--- config.mk ---
export PLATFORM = sky130hd
export DESIGN_NAME = uart_rx_cfg
export DESIGN_NICKNAME = d
export VERILOG_FILES = /design/src/rtl/uart_rx_cfg.sv
export SDC_FILE = /design/constraint.sdc
export NUM_CORES = 1
export LEC_CHECK = 0
export ABC_AREA = 1
export BUFFER_PORTS_ARGS = -buffer_cell sky130_fd_sc_hd__buf_2
export CORE_ASPECT_RATIO = 1.5
export CORE_UTILIZATION = 65
export CTS_CLUSTER_DIAMETER = 120
export DETAILED_ROUTE_END_ITERATION = 8
export GPL_TIMING_DRIVEN = 0
export PLACE_DENSITY = 0.92
export SLEW_MARGIN = 40
export SYNTH_ARGS = -nofsm -noshare
export SYNTH_HDL_FRONTEND = slang
export SYNTH_SLANG_ARGS = --single-unit
--- constraint.sdc ---
create_clock -name clk -period 3.9 [get_ports clk]
set_input_delay 0.78 -clock clk [delete_from_list [all_inputs] [get_ports clk]]
set_output_delay 0.78 -clock clk [all_outputs]
set_load 0.02 [all_outputs]
--- src/rtl/uart_rx_cfg.sv ---
// rtl/uart_rx_cfg.sv - parametrised oversampling UART receiver, optional break detect via BREAK_DETECT_EN
module uart_rx_cfg #(
    parameter int DATA_WIDTH  = 8,
    parameter int PRESCALE_W  = 6,
    parameter int SYNC_STAGES = 2
) (
    input  logic                  clk,
    input  logic                  rst,
    input  logic                  RX_IN,
    input  logic [PRESCALE_W-1:0] Prescale,
    input  logic                  Par_En,
    input  logic                  Par_Typ,
    input  logic                  Stop_Bits,
    output logic [DATA_WIDTH-1:0] P_DATA,
    output logic                  Data_Valid,
    output logic                  PAR_Err,
`ifdef BREAK_DETECT_EN
    output logic                  STP_Err,
    output logic                  Brk_Det
`else
    output logic                  STP_Err
`endif
);

    localparam int                    BC_W    = (DATA_WIDTH > 1) ? $clog2(DATA_WIDTH) : 1;
    localparam logic [BC_W-1:0]       BC_LAST = BC_W'(DATA_WIDTH - 1);
    localparam logic [BC_W-1:0]       BC_ONE  = BC_W'(1);
    localparam logic [PRESCALE_W-1:0] ONE     = PRESCALE_W'(1);

`ifdef BREAK_DETECT_EN
    typedef enum logic [2:0] {
        S_IDLE, S_START, S_DATA, S_PARITY, S_STOP1, S_STOP2, S_DONE, S_BREAK
    } state_t;
`else
    typedef enum logic [2:0] {
        S_IDLE, S_START, S_DATA, S_PARITY, S_STOP1, S_STOP2, S_DONE
    } state_t;
`endif

    logic [SYNC_STAGES-1:0] sync_q;
    logic                   rx_s;
    state_t                 state_q, state_d;
    logic [PRESCALE_W-1:0]  pre_q, edge_cnt, half;
    logic [BC_W-1:0]        bit_cnt;
    logic                   par_en_q, par_typ_q, stop2_q;
    logic [2:0]             smp_q;
    logic [DATA_WIDTH-1:0]  shift_q;
    logic                   par_err_q, par_err_d, stp_err_q, stp_err_d;
    logic                   bit_val, bit_end, exp_par, enter_done;
    logic                   frame_ok, frame_brk;
`ifdef BREAK_DETECT_EN
    logic                   zero_q, zero_d, brk_q, brk_d;
`endif

    assign rx_s       = sync_q[SYNC_STAGES-1];
    assign half       = pre_q >> 1;
    assign bit_end    = (edge_cnt == pre_q - ONE);
    assign bit_val    = (smp_q[0] & smp_q[1]) | (smp_q[0] & smp_q[2]) | (smp_q[1] & smp_q[2]);
    assign exp_par    = par_typ_q ? ~(^shift_q) : ^shift_q;
    assign enter_done = (state_d == S_DONE) && (state_q != S_DONE);
`ifdef BREAK_DETECT_EN
    assign frame_brk  = brk_d;
`else
    assign frame_brk  = 1'b0;
`endif
    assign frame_ok   = ~par_err_d & ~stp_err_d & ~frame_brk;

    // Idle-high synchroniser: reset to 1 so the line never looks like a start bit
    always_ff @(posedge clk or posedge rst) begin
        if (rst) begin
            sync_q <= '1;
        end else begin
            sync_q <= {sync_q[SYNC_STAGES-2:0], RX_IN};
        end
    end

    always_ff @(posedge clk or posedge rst) begin
        if (rst) begin
            state_q <= S_IDLE;
        end else begin
            state_q <= state_d;
        end
    end

    // Error/break flags are resolved here so the DONE outputs include the final stop bit
    always_comb begin
        state_d   = state_q;
        par_err_d = par_err_q;
        stp_err_d = stp_err_q;
`ifdef BREAK_DETECT_EN
        zero_d    = zero_q;
        brk_d     = brk_q;
`endif
        case (state_q)
            S_IDLE: begin
                if (!rx_s) begin
                    state_d   = S_START;
                    par_err_d = 1'b0;
                    stp_err_d = 1'b0;
`ifdef BREAK_DETECT_EN
                    zero_d    = 1'b1;
                    brk_d     = 1'b0;
`endif
                end
            end
            S_START: begin
                if (bit_end) state_d = bit_val ? S_IDLE : S_DATA;
            end
            S_DATA: begin
                if (bit_end) begin
`ifdef BREAK_DETECT_EN
                    zero_d = zero_q & ~bit_val;
`endif
                    if (bit_cnt == BC_LAST) state_d = par_en_q ? S_PARITY : S_STOP1;
                end
            end
            S_PARITY: begin
                if (bit_end) begin
                    par_err_d = bit_val ^ exp_par;
`ifdef BREAK_DETECT_EN
                    zero_d    = zero_q & ~bit_val;
`endif
                    state_d   = S_STOP1;
                end
            end
            S_STOP1: begin
                if (bit_end) begin
                    stp_err_d = ~bit_val;
`ifdef BREAK_DETECT_EN
                    brk_d     = zero_q & ~bit_val;
`endif
                    state_d   = stop2_q ? S_STOP2 : S_DONE;
                end
            end
            S_STOP2: begin
                if (bit_end) begin
                    stp_err_d = stp_err_q | ~bit_val;
                    state_d   = S_DONE;
                end
            end
`ifdef BREAK_DETECT_EN
            S_DONE:  state_d = brk_q ? S_BREAK : S_IDLE;
            S_BREAK: begin
                if (rx_s && bit_end) state_d = S_IDLE;
            end
`else
            S_DONE:  state_d = S_IDLE;
`endif
            default: state_d = S_IDLE;
        endcase
    end

    always_ff @(posedge clk or posedge rst) begin
        if (rst) begin
            edge_cnt  <= '0;
            bit_cnt   <= '0;
            pre_q     <= '0;
            par_en_q  <= 1'b0;
            par_typ_q <= 1'b0;
            stop2_q   <= 1'b0;
            smp_q     <= '0;
            shift_q   <= '0;
            par_err_q <= 1'b0;
            stp_err_q <= 1'b0;
`ifdef BREAK_DETECT_EN
            zero_q    <= 1'b0;
            brk_q     <= 1'b0;
`endif
        end else begin
            par_err_q <= par_err_d;
            stp_err_q <= stp_err_d;
`ifdef BREAK_DETECT_EN
            zero_q    <= zero_d;
            brk_q     <= brk_d;
`endif
            case (state_q)
                S_IDLE: begin
                    edge_cnt <= '0;
                    bit_cnt  <= '0;
                    if (!rx_s) begin
                        pre_q     <= Prescale;
                        par_en_q  <= Par_En;
                        par_typ_q <= Par_Typ;
                        stop2_q   <= Stop_Bits;
                    end
                end
                S_START, S_DATA, S_PARITY, S_STOP1, S_STOP2: begin
                    edge_cnt <= bit_end ? '0 : edge_cnt + ONE;
                    if (edge_cnt == half - ONE) smp_q[0] <= rx_s;
                    if (edge_cnt == half)       smp_q[1] <= rx_s;
                    if (edge_cnt == half + ONE) smp_q[2] <= rx_s;
                    if (state_q == S_DATA && bit_end) begin
                        shift_q <= {bit_val, shift_q[DATA_WIDTH-1:1]};
                        bit_cnt <= bit_cnt + BC_ONE;
                    end
                end
`ifdef BREAK_DETECT_EN
                // Counts consecutive high cycles; any low restarts the wait
                S_BREAK: edge_cnt <= rx_s ? edge_cnt + ONE : '0;
`endif
                default: edge_cnt <= '0;
            endcase
        end
    end

    always_ff @(posedge clk or posedge rst) begin
        if (rst) begin
            P_DATA     <= '0;
            Data_Valid <= 1'b0;
            PAR_Err    <= 1'b0;
            STP_Err    <= 1'b0;
`ifdef BREAK_DETECT_EN
            Brk_Det    <= 1'b0;
`endif
        end else begin
            Data_Valid <= enter_done & frame_ok;
            PAR_Err    <= enter_done & par_err_d & ~frame_brk;
            STP_Err    <= enter_done & stp_err_d & ~frame_brk;
`ifdef BREAK_DETECT_EN
            Brk_Det    <= enter_done & frame_brk;
`endif
            if (enter_done && frame_ok) P_DATA <= shift_q;
        end
    end

endmodule
======== Yosys cells after proc, flatten, opt, wreduce, memory -nomap -nowiden ========
Cells that the tools add are included.
storage, ports and cells
  register bits ........................... 47
  output and inout bits ................... 11
operators by class
  add/sub/neg operators ................... 5
  eq/ne operators ......................... 13
  mux-type cells .......................... 23
  bitwise operators ....................... 16
  reductions and logical operators ........ 13
operators by type and width
  kind                   count
  $mux W3                9
  $eq A6 B6 Y1           3
  $pmux W3 S6            1
  $eq A3 B3 Y1 const B   4
  $mux W6                2
  $reduce_and A2 Y1      6
  $reduce_xor A8 Y1      1
  $and A1 B1 Y1          7
  $add A5 B1 Y6 const B  1
  $add A6 B1 Y6 const B  1
  $eq A3 B2 Y1 const B   2
  $eq A6 B5 Y1           1
  $mux W1                6
  $pmux W3 S2            1
  $sub A5 B1 Y6 const B  1
  $sub A6 B1 Y6 const B  1
  $not A1 Y1             5
  $reduce_or A5 Y1       1
  $mux W2                2
  $add A3 B1 Y3 const B  1
  $eq A3 B1 Y1 const B   1
  $logic_and A1 B1 Y1    3
  $logic_not A3 Y1       1
  $ne A3 B3 Y1 const B   1
  6 further kinds        8

======== Logic depth before layout (Yosys ltp) ========
Gate-level depths: netlist (run 1).
  word-level depth ........................ 10
  gate-level depth with buffers ........... 17
  mapped depth without buffers ............ 17

======== Worst setup path before layout (run 1) ========
OpenSTA, ideal clock, no wires.
  path type ............................... register -> register
  start point ............................. register pre_q[1]
  end point ............................... register P_DATA[6]
  setup time .............................. 117 ps
  data arrival time ....................... 2066 ps
  required time ........................... 3783 ps
  slack ................................... 1717 ps
  cell stages (with the launch flop) ...... 18
  path buffers ............................ 0
  clock period less this slack ............ 2183 ps
  cells stage by stage .................... dfrtp_1 > inv_1 > ha_1 > inv_1 > nand2_1 > nand2_1 > nor2_2 > nand3_2 > nor2_8 > nand2_8 > clkinv_8 > nand2_4 > nor2_4 > nor2_4 > nor2_8 > nand3_4 > nand2_1 > nand2_1
on the way
  word-level cells in the longest chain between the ends .. 7
  elaborated cells on any way between the ends .. 19
  those cells by class .................... add/sub (1); eq/ne (2); mux (11); bitwise (3); reduce/logical (2)
RTL lines
  what                                                         RTL line  source
  from (decl)                                                  43        logic [PRESCALE_W-1:0] pre_q, edge_cnt, half;
  from (signal assigned)                                       181       pre_q <= Prescale;
  $sub A6 B1 Y6 (*)                                            57        assign bit_end = (edge_cnt == pre_q - ONE);
  $eq A6 B6 Y1 (*)                                             57
  $mux W3, or another cell as far along                        136       if (bit_end) begin
  $pmux W3 S6, or another cell as far along                    94        case (state_q)
  $eq A3 B3 Y1 / $not A1 Y1 (equally long branches)            60, 66
  $logic_and A1 B1 Y1 / $and A1 B1 Y1 (equally long branches)  60, 66
  $logic_and A1 B1 Y1 (*)                                      222       if (enter_done && frame_ok) P_DATA <= shift_q;
  to (signal assigned)                                         222
  to (decl)                                                    14        output logic [DATA_WIDTH-1:0] P_DATA,
Every way passes the cells marked *; elsewhere a longest branch is shown, timed or not.
A chain may end at the register's enable or synchronous reset.

======== Worst setup path in the final report (run 1) ========
  start point ............................. register pre_q[1]
  end point ............................... register P_DATA[2]
The elaborated chain is that of the path after synthesis.

==> qor.log, run 1 <==
qor: run_status.run_status complete, no violations
qor: yosys.synth_most_common_cell nand2_1
qor: yosys.average_cell_area_after_synthesis 8.041 um2
qor: timing.setup_violations_final 0
qor: yosys.yosysSeqAreaShare 40.60%
qor: yosys.synth_flop_cell dfrtp_1
qor: routing.wirelength 6468 um
qor: setup_path.worst-path-buf-inv 3
qor: routing.top_signal_layer_used met4
qor: routing.detailroute.wirelength.met2 3536 um
qor: yosys.yosys-top-cells-count nand2_1, dfrtp_1, inv_1
qor: routing.via_count 2,507
qor: cells_and_area.final_nets 410
qor: yosys.synthesis.yosys.warnings 0
qor: pwr.worst_ir_drop_vdd 518.6 uV
qor: timing.rsz0062_at_grt false
qor: yosys.post_synth_main_area_contributors dfrtp_1, nand2_1, inv_1, nand3_1, nor2_1
qor: global_routing.grt_antenna_before_repair 0
qor: cells_and_area.post_route_cells_drive_above_1_share 18.88%
qor: hold_path.hold_depth 0
qor: floorplan.fp.dieArea 4743 um2
qor: setup_path.path_class register to register
qor: yosys.synth-async-reset-ratio 100.0%
qor: floorplan.die_h 83.85 um
qor: timing.hold_viol_final 0
qor: yosys.ys_seq_elements 47
qor: setup_path.critical_path.endpoint_type register
qor: timing.slew_viol_final 0
qor: pwr.p_clk_share 13.8%
qor: routing.wl_per_cell 14.77 um
qor: hold_path.hold_start sync_q[0]
qor: setup_path.timing.reg2reg.setup_slack 1.27 ns
qor: yosys.syn_area 2903 um2
qor: yosys.postSynthCellCount 361
qor: floorplan.start_util 68.38%
qor: yosys.synth_edf_count 0
qor: setup_path.crit-reg2reg-launch pre_q[1]
qor: setup_path.critical_path.reg2reg.endpoint P_DATA[2]
qor: timing.slew_headroom 53.60%
qor: setup_path.crit_arrival 2.84 ns
qor: routing.met3RoutedLength 259 um
qor: cells_and_area.nFillCells 305
qor: pwr.power_leakage 1.723 nW
qor: placed_design.gp_routability_congestion 0.8756
qor: pwr.cellPowerDensity 696.2 nW/um2
qor: cells_and_area.final_core_utilization 75.01%
qor: yosys.cell_type_with_the_largest_total_area_after_synthesis dfrtp_1
qor: routing.drt_first_pass_iters 4
qor: floorplan.core 4245 um2
qor: pwr.power_frac_seq 34.3%
qor: cts.ctsLongestPathBuffers 2
qor: setup_path.critical_path.top_delay_family simple AND/OR/NAND/NOR gates
qor: cts.clock_tree.htree_level_count 2
qor: setup_path.slowest_stage dfrtp_1
qor: pwr.pwr-share-comb 51.9%
qor: placed_design.hpwlAfterDp 4954 um
qor: global_routing.grt_overflow_total 0
qor: yosys.yosys.area.top_type_share 38.79%
qor: pwr.p_sw_share 47.72%
qor: timing.timing.clock.skew 0.009524 ns
qor: hold_path.worst_hold_path_type register to register
qor: cts.path_clk_slew 0.09 ns
qor: global_routing.number_of_global_route_vias_before_repair 2,540
qor: global_routing.grt_util_all_layers 30.56%
qor: placed_design.portBuffers 22
qor: cts.cts_hold_repair.buffers 0
qor: setup_path.worst_path_largest_cell_delay 0.50 ns
qor: setup_path.cp_cell_sequence inv_1 > ha_1 > inv_1 > nand2_1 > nand2_1 > nor2_2 > nand3_2 > nor2_8 > nand2_8 > clkinv_8 > nand2_4 > nor2_4 > nor2_4 > nor2_8 > nand3_4 > nand2_1 > nand2_1
qor: cells_and_area.area_delta_synth_final 9.698%
qor: cts.clkLatencyLatePin 0.31 ns
qor: setup_path.kind_of_start_point_of_the_critical_path register
qor: timing.totalNegativeSetupSlack 0 ns
qor: pwr.switchingPower 1.058 mW
qor: flow_run.max_cap_violations 0
qor: cts.cts_num_sinks 47
qor: cells_and_area.diodes 0
qor: routing.final_antenna_net_count 0
qor: floorplan.die_span_in_x 56.57 um
qor: setup_path.library_cell_appearing_most_often_on_the_critical_path nand2_1
qor: routing.drt-initial-drc-count 111
qor: cts.post_cts_buffers 0
qor: floorplan.design.portCount 23
qor: cts.root_cell_of_the_clock_tree clkbuf_8
qor: yosys.synth_cell_types 40
qor: timing.tightestPinTransition 0.6906 ns
qor: floorplan.placementRows 29
qor: cts.cts_made_buffers 5
qor: setup_path.crit_fanout 10
qor: timing.layout_worst_path_cycle_share 67.49%
qor: timing.fmax 379.9 MHz
qor: yosys.syn-num-nets 380
qor: global_routing.grt_max_degree 27
qor: routing.route.detailed.drc 0
qor: setup_path.crit_cells 17
qor: timing.period_needed 2.632 ns
qor: routing.route.layer.met1.wl 2282 um
qor: global_routing.grt_pass1_wl 11,120 um
qor: routing.routed_via_density 5.724
qor: hold_path.holdPathEnd sync_q[1]
qor: setup_path.ff2ff_path_depth 17
qor: cts.gates_resized_cts_repair 0
qor: setup_path.worst_ep_required_time 4.10 ns
qor: pwr.power_report.internal_total 1.159 mW
qor: cts.cts_tree built
==> per-layer routing <==
layer	vias to the layer above	GRT usage [%]
met1	1179	31.22
met4	0	20.18
met5	-	0
met2	82	55.61
met3	33	4.496
li1	1213	-
==> kinds of logic after synthesis <==
kind of cell | Yosys count | share of synthesized area (%)
AO/OA/AOI/OAI | 33 | 6.379
XOR/XNOR | 20 | 6.681
adder cells (fa/ha/maj) | 7 | 3.017
buffers and inverters | 56 | 8.448
flip-flops | 47 | 40.60
multiplexers | 3 | 1.164
AND/OR/NAND/NOR | 195 | 33.71
==> placed cells by master (no fill, tap or decap), drive strengths merged <==
master / instances
a31oi: 1
xnor2: 9
nand4: 13
or2: 1
dfstp: 2
o21ai: 13
nor4: 1
mux2: 3
xor2: 11
clkbuf: 7
a2111oi: 1
o2111ai: 1
nor2: 31
nand3b: 2
dfrtp: 45
nand3: 33
inv: 46
nor3: 6
a21oi: 14
o2111a: 1
a211oi: 2
clkinv: 3
nand2: 108
ha: 7
buf: 31
==> stage by stage <==
stage	setup slack, ns	hold slack [ns]	instance area, um2	std cells	power, mW
floorplan	1.717	0.3452	2903	361	1.646
global placement	1.398	0.3459	3070	429	1.828
detailed placement	1.315	0.3468	3093	430	1.897
CTS	1.300	0.3609	3184	438	2.204
global route	1.092	0.3719	3184	438	2.399
finish	1.268	0.3602	3184	438	2.217
==> power by group through the flow <==
stage	logic [mW]	clock network, mW	registers [mW]
finish	1.15	0.307	0.760
detailed placement	1.13	0	0.763
global placement	1.08	0	0.751
global route	1.29	0.331	0.773
floorplan	0.921	0	0.725
CTS	1.14	0.309	0.754
==> registers in the layout, indices dropped and copies added, names as in the netlist, 2 cells and up <==
name,cells
sync_q,2
bit_cnt,3
state_q,3
smp_q,3
P_DATA,8
edge_cnt,6
shift_q,8
pre_q,6
==> how the worst max path moves through the flow <==
stage,start,to,slack (ns)
after floorplan,pre_q[1],P_DATA[6],1.72
after global placement,pre_q[1],P_DATA[5],1.40
after detailed placement,pre_q[1],P_DATA[2],1.31
after CTS,pre_q[1],P_DATA[5],1.30
after global routing,pre_q[1],P_DATA[7],1.09
final,pre_q[1],P_DATA[2],1.27
==> worst register-to-register path: cells and delay by family (launching register included) <==
family,cells,cell delay [ns]
DFF,1,0.50
and+or+nand+nor,13,1.46
adders and majority gates,1,0.32
buffers and inverters,3,0.27
==> cell type report <==
cell class / count / area (um2) / share of cell area (%)
plain buffers: 10 / 60.06 / 1.886
well taps: 46 / 57.56 / 1.807
flip-flops and latches: 47 / 1179 / 37.01
clock buffers: 5 / 68.82 / 2.161
repair buffers: 23 / 130.1 / 4.086
clock inverters: 3 / 22.52 / 0.7073
inverters: 46 / 187.7 / 5.894
multi-input cells: 258 / 1479 / 46.44
Power figures use the tool's default switching activity.
==> run 2: changes to the inputs <==
--- a/config.mk
+++ b/config.mk
@@ -8,11 +8,11 @@
 export ABC_AREA = 1
 export BUFFER_PORTS_ARGS = -buffer_cell sky130_fd_sc_hd__buf_2
 export CORE_ASPECT_RATIO = 1.5
-export CORE_UTILIZATION = 65
+export CORE_UTILIZATION = 54
 export CTS_CLUSTER_DIAMETER = 120
 export DETAILED_ROUTE_END_ITERATION = 8
 export GPL_TIMING_DRIVEN = 0
-export PLACE_DENSITY = 0.92
+export PLACE_DENSITY = 0.83
 export SLEW_MARGIN = 40
 export SYNTH_ARGS = -nofsm -noshare
 export SYNTH_HDL_FRONTEND = slang
==> constraint.sdc (replaced) <==
create_clock -name clk -period 2.1 [get_ports clk]
set_input_delay 0.42 -clock clk [delete_from_list [all_inputs] [get_ports clk]]
set_output_delay 0.42 -clock clk [all_outputs]
set_load 0.02 [all_outputs]
==> run 2 against run 1 <==
The run now ends with setup timing left. Final cell count increased by 9.6%. Die area increased by 20%. First-iteration DRC count increased by 9.0%. Largest cell class unchanged.
==> qor.log, run 2 (synthesized netlist as in run 1, its figures left out) <==
qor: floorplan.die_span_in_x 61.87 um
qor: placed_design.hpwlAfterDp 4860 um
qor: timing.slew_headroom 55.95%
qor: pwr.switchingPower 2.146 mW
qor: cts.clkLatencyLatePin 0.30 ns
qor: pwr.p_clk_share 13.1%
qor: setup_path.crit_arrival 2.47 ns
qor: setup_path.path_class register to register
qor: floorplan.die_h 91.80 um
qor: global_routing.grt_antenna_before_repair 0
qor: hold_path.worst_hold_path_type input pin to async pin
qor: floorplan.design.portCount 23
qor: setup_path.worst_ep_required_time 2.30 ns
qor: timing.setup_ws_final -0.1692 ns
qor: cells_and_area.diodes 0
qor: routing.drt-initial-drc-count 121
qor: timing.rsz0062_at_grt true
qor: timing.slew_viol_final 0
qor: cells_and_area.nFillCells 405
qor: cts.cts_num_sinks 47
qor: run_status.run_status finished, violations left
qor: global_routing.grt_max_degree 31
qor: cts.clock_tree.htree_level_count 2
qor: timing.timing.clock.skew 0.007103 ns
qor: setup_path.critical_path.reg2reg.endpoint P_DATA[4]
qor: cts.root_cell_of_the_clock_tree clkbuf_8
qor: cells_and_area.multiInputGateArea 1608 um2
qor: flow_run.max_cap_violations 0
qor: routing.final_antenna_net_count 0
qor: routing.wirelength 6949 um
qor: routing.drt_first_pass_iters 5
qor: run_status.violations setup timing
qor: pwr.p_sw_share 46.27%
qor: pwr.pwr-share-comb 56.9%
qor: cells_and_area.final_nets 430
qor: cells_and_area.post_route_cells_drive_above_1_share 26.94%
qor: setup_path.slowest_stage dfrtp_2
qor: routing.wl_per_cell 14.48 um
qor: setup_path.worst_path_largest_cell_delay 0.43 ns
qor: routing.routed_via_density 5.433
qor: setup_path.crit_fanout 7
qor: timing.setup_violations_final 23
qor: global_routing.grt_overflow_total 0
qor: setup_path.critical_path.endpoint_type register
qor: timing.tightestPinTransition 0.6557 ns
qor: cells_and_area.final_common_cell nand2_1
qor: placed_design.portBuffers 22
qor: cts.cts_tree built
qor: floorplan.fp.dieArea 5679 um2
qor: pwr.cellPowerDensity 1314 nW/um2
qor: timing.period_needed 2.269 ns
qor: pwr.power_report.internal_total 2.492 mW
qor: cells_and_area.area_delta_synth_final 21.64%
qor: floorplan.start_util 56.20%
qor: setup_path.cp_cell_sequence inv_4 > ha_4 > inv_4 > nor3_4 > nand2_2 > xor2_4 > nand2_8 > clkinv_8 > nand2_4 > nor2_4 > nor2_4 > nor2_8 > nand3_4 > nand2_1 > nand2_1
qor: global_routing.grt_util_all_layers 27.94%
qor: global_routing.grt_pass1_wl 11,680 um
qor: pwr.design_power_total 4.638 mW
qor: cts.cts_made_buffers 5
qor: cts.path_clk_slew 0.09 ns
qor: setup_path.crit-reg2reg-launch pre_q[1]
qor: timing.hold_viol_final 0
qor: routing.route.detailed.drc 0
qor: global_routing.number_of_global_route_vias_before_repair 2,758
qor: pwr.power_leakage 1.835 nW
qor: routing.via_count 2,608
qor: cells_and_area.final_core_utilization 68.36%
qor: placed_design.gp_routability_congestion 0.9282
qor: timing.fmax 440.7 MHz
qor: setup_path.first_element_of_the_critical_path pre_q[1]
qor: setup_path.kind_of_start_point_of_the_critical_path register
qor: setup_path.timing.reg2reg.setup_slack -0.17 ns
qor: floorplan.core 5165 um2
qor: cells_and_area.layout.area.seq 1181 um2
qor: cts.ctsLongestPathBuffers 2
qor: cells_and_area.final_cell_mix nand2_1, dfrtp_1, inv_1
qor: timing.layout_worst_path_cycle_share 108.1%
qor: pwr.power_frac_seq 30.0%
qor: cells_and_area.largestRegisters P_DATA: 8 flops, shift_q: 8 flops
qor: floorplan.placementRows 32
qor: setup_path.ff2ff_path_depth 15
qor: pwr.worst_ir_drop_vdd 573.1 uV
## run 2: how the worst max path moves through the flow
stage / slack, ns / endpoint / depth (start not counted)
6_report: -0.17 / P_DATA[4] / 15
5_1_grt: -0.31 / P_DATA[3] / 15
4_1_cts: -0.14 / P_DATA[0] / 16
3_5_place_dp: -0.36 / P_DATA[6] / 17
3_3_place_gp: -0.32 / P_DATA[7] / 17
2_1_floorplan: -0.03 / P_DATA[6] / 17
## run 2: cell type report
| cell class | count | share of cell area [%] |
|---|---|---|
| plain buffers | 10 | 1.701 |
| inverters | 46 | 5.528 |
| clock buffers | 7 | 2.729 |
| flip-flops and latches | 47 | 33.45 |
| repair buffers | 41 | 8.434 |
| clock inverters | 1 | 0.2126 |
| well taps | 68 | 2.410 |
| multi-input cells | 260 | 45.53 |
## run 2: per-stage QoR
step,setup TNS (ns),cell area [um2],setup slack (ns),cells,hold WS [ns]
3_3_place_gp,-5.408,3110,-0.3185,451,0.3464
3_5_place_dp,-6.326,3133,-0.3634,452,0.3494
2_1_floorplan,-0.2494,2915,-0.03126,361,0.3452
4_1_cts,-2.067,3463,-0.1446,477,0.03696
6_report,-2.232,3531,-0.1692,480,0.03728
5_1_grt,-5.269,3531,-0.3143,480,0.05959
## run 2: power groups by stage
| stage | Clock, mW | Sequential (mW) | Combinational [mW] |
|---|---|---|---|
| after floorplan | 0 | 1.35 | 1.72 |
| after global placement | 0 | 1.40 | 2.03 |
| after detailed placement | 0 | 1.42 | 2.11 |
| after CTS | 0.625 | 1.38 | 2.52 |
| after global routing | 0.643 | 1.42 | 2.95 |
| final | 0.606 | 1.39 | 2.64 |
## run 2: critical path: cells and delay by family (launching register included)
family | cells | cell delay, ns
simple gates | 10 | 1.04
fa+ha+maj | 1 | 0.15
xor+xnor | 1 | 0.33
flops | 1 | 0.43
buf+inv | 3 | 0.21
## run 2: what timing repair did
action / 4_1_cts / 5_1_grt
setup buffers: 15 / 3
pin swaps: 14 / 12
setup endpoints to repair: 23 / 25
hold buffers: 0 / 0
endpoints found under the hold margin: 0 / 0
gates resized for setup: 18 / 12
cloned: 3 / 0
## run 2: per-layer routing
metal	vias to the layer above	share of wire (%)	global-route usage, %
met5	-	0	0
met4	0	5.5	18.52
met3	39	2.7	4.090
met2	66	57	51.08
met1	1241	34	26.73
li1	1262	-	-
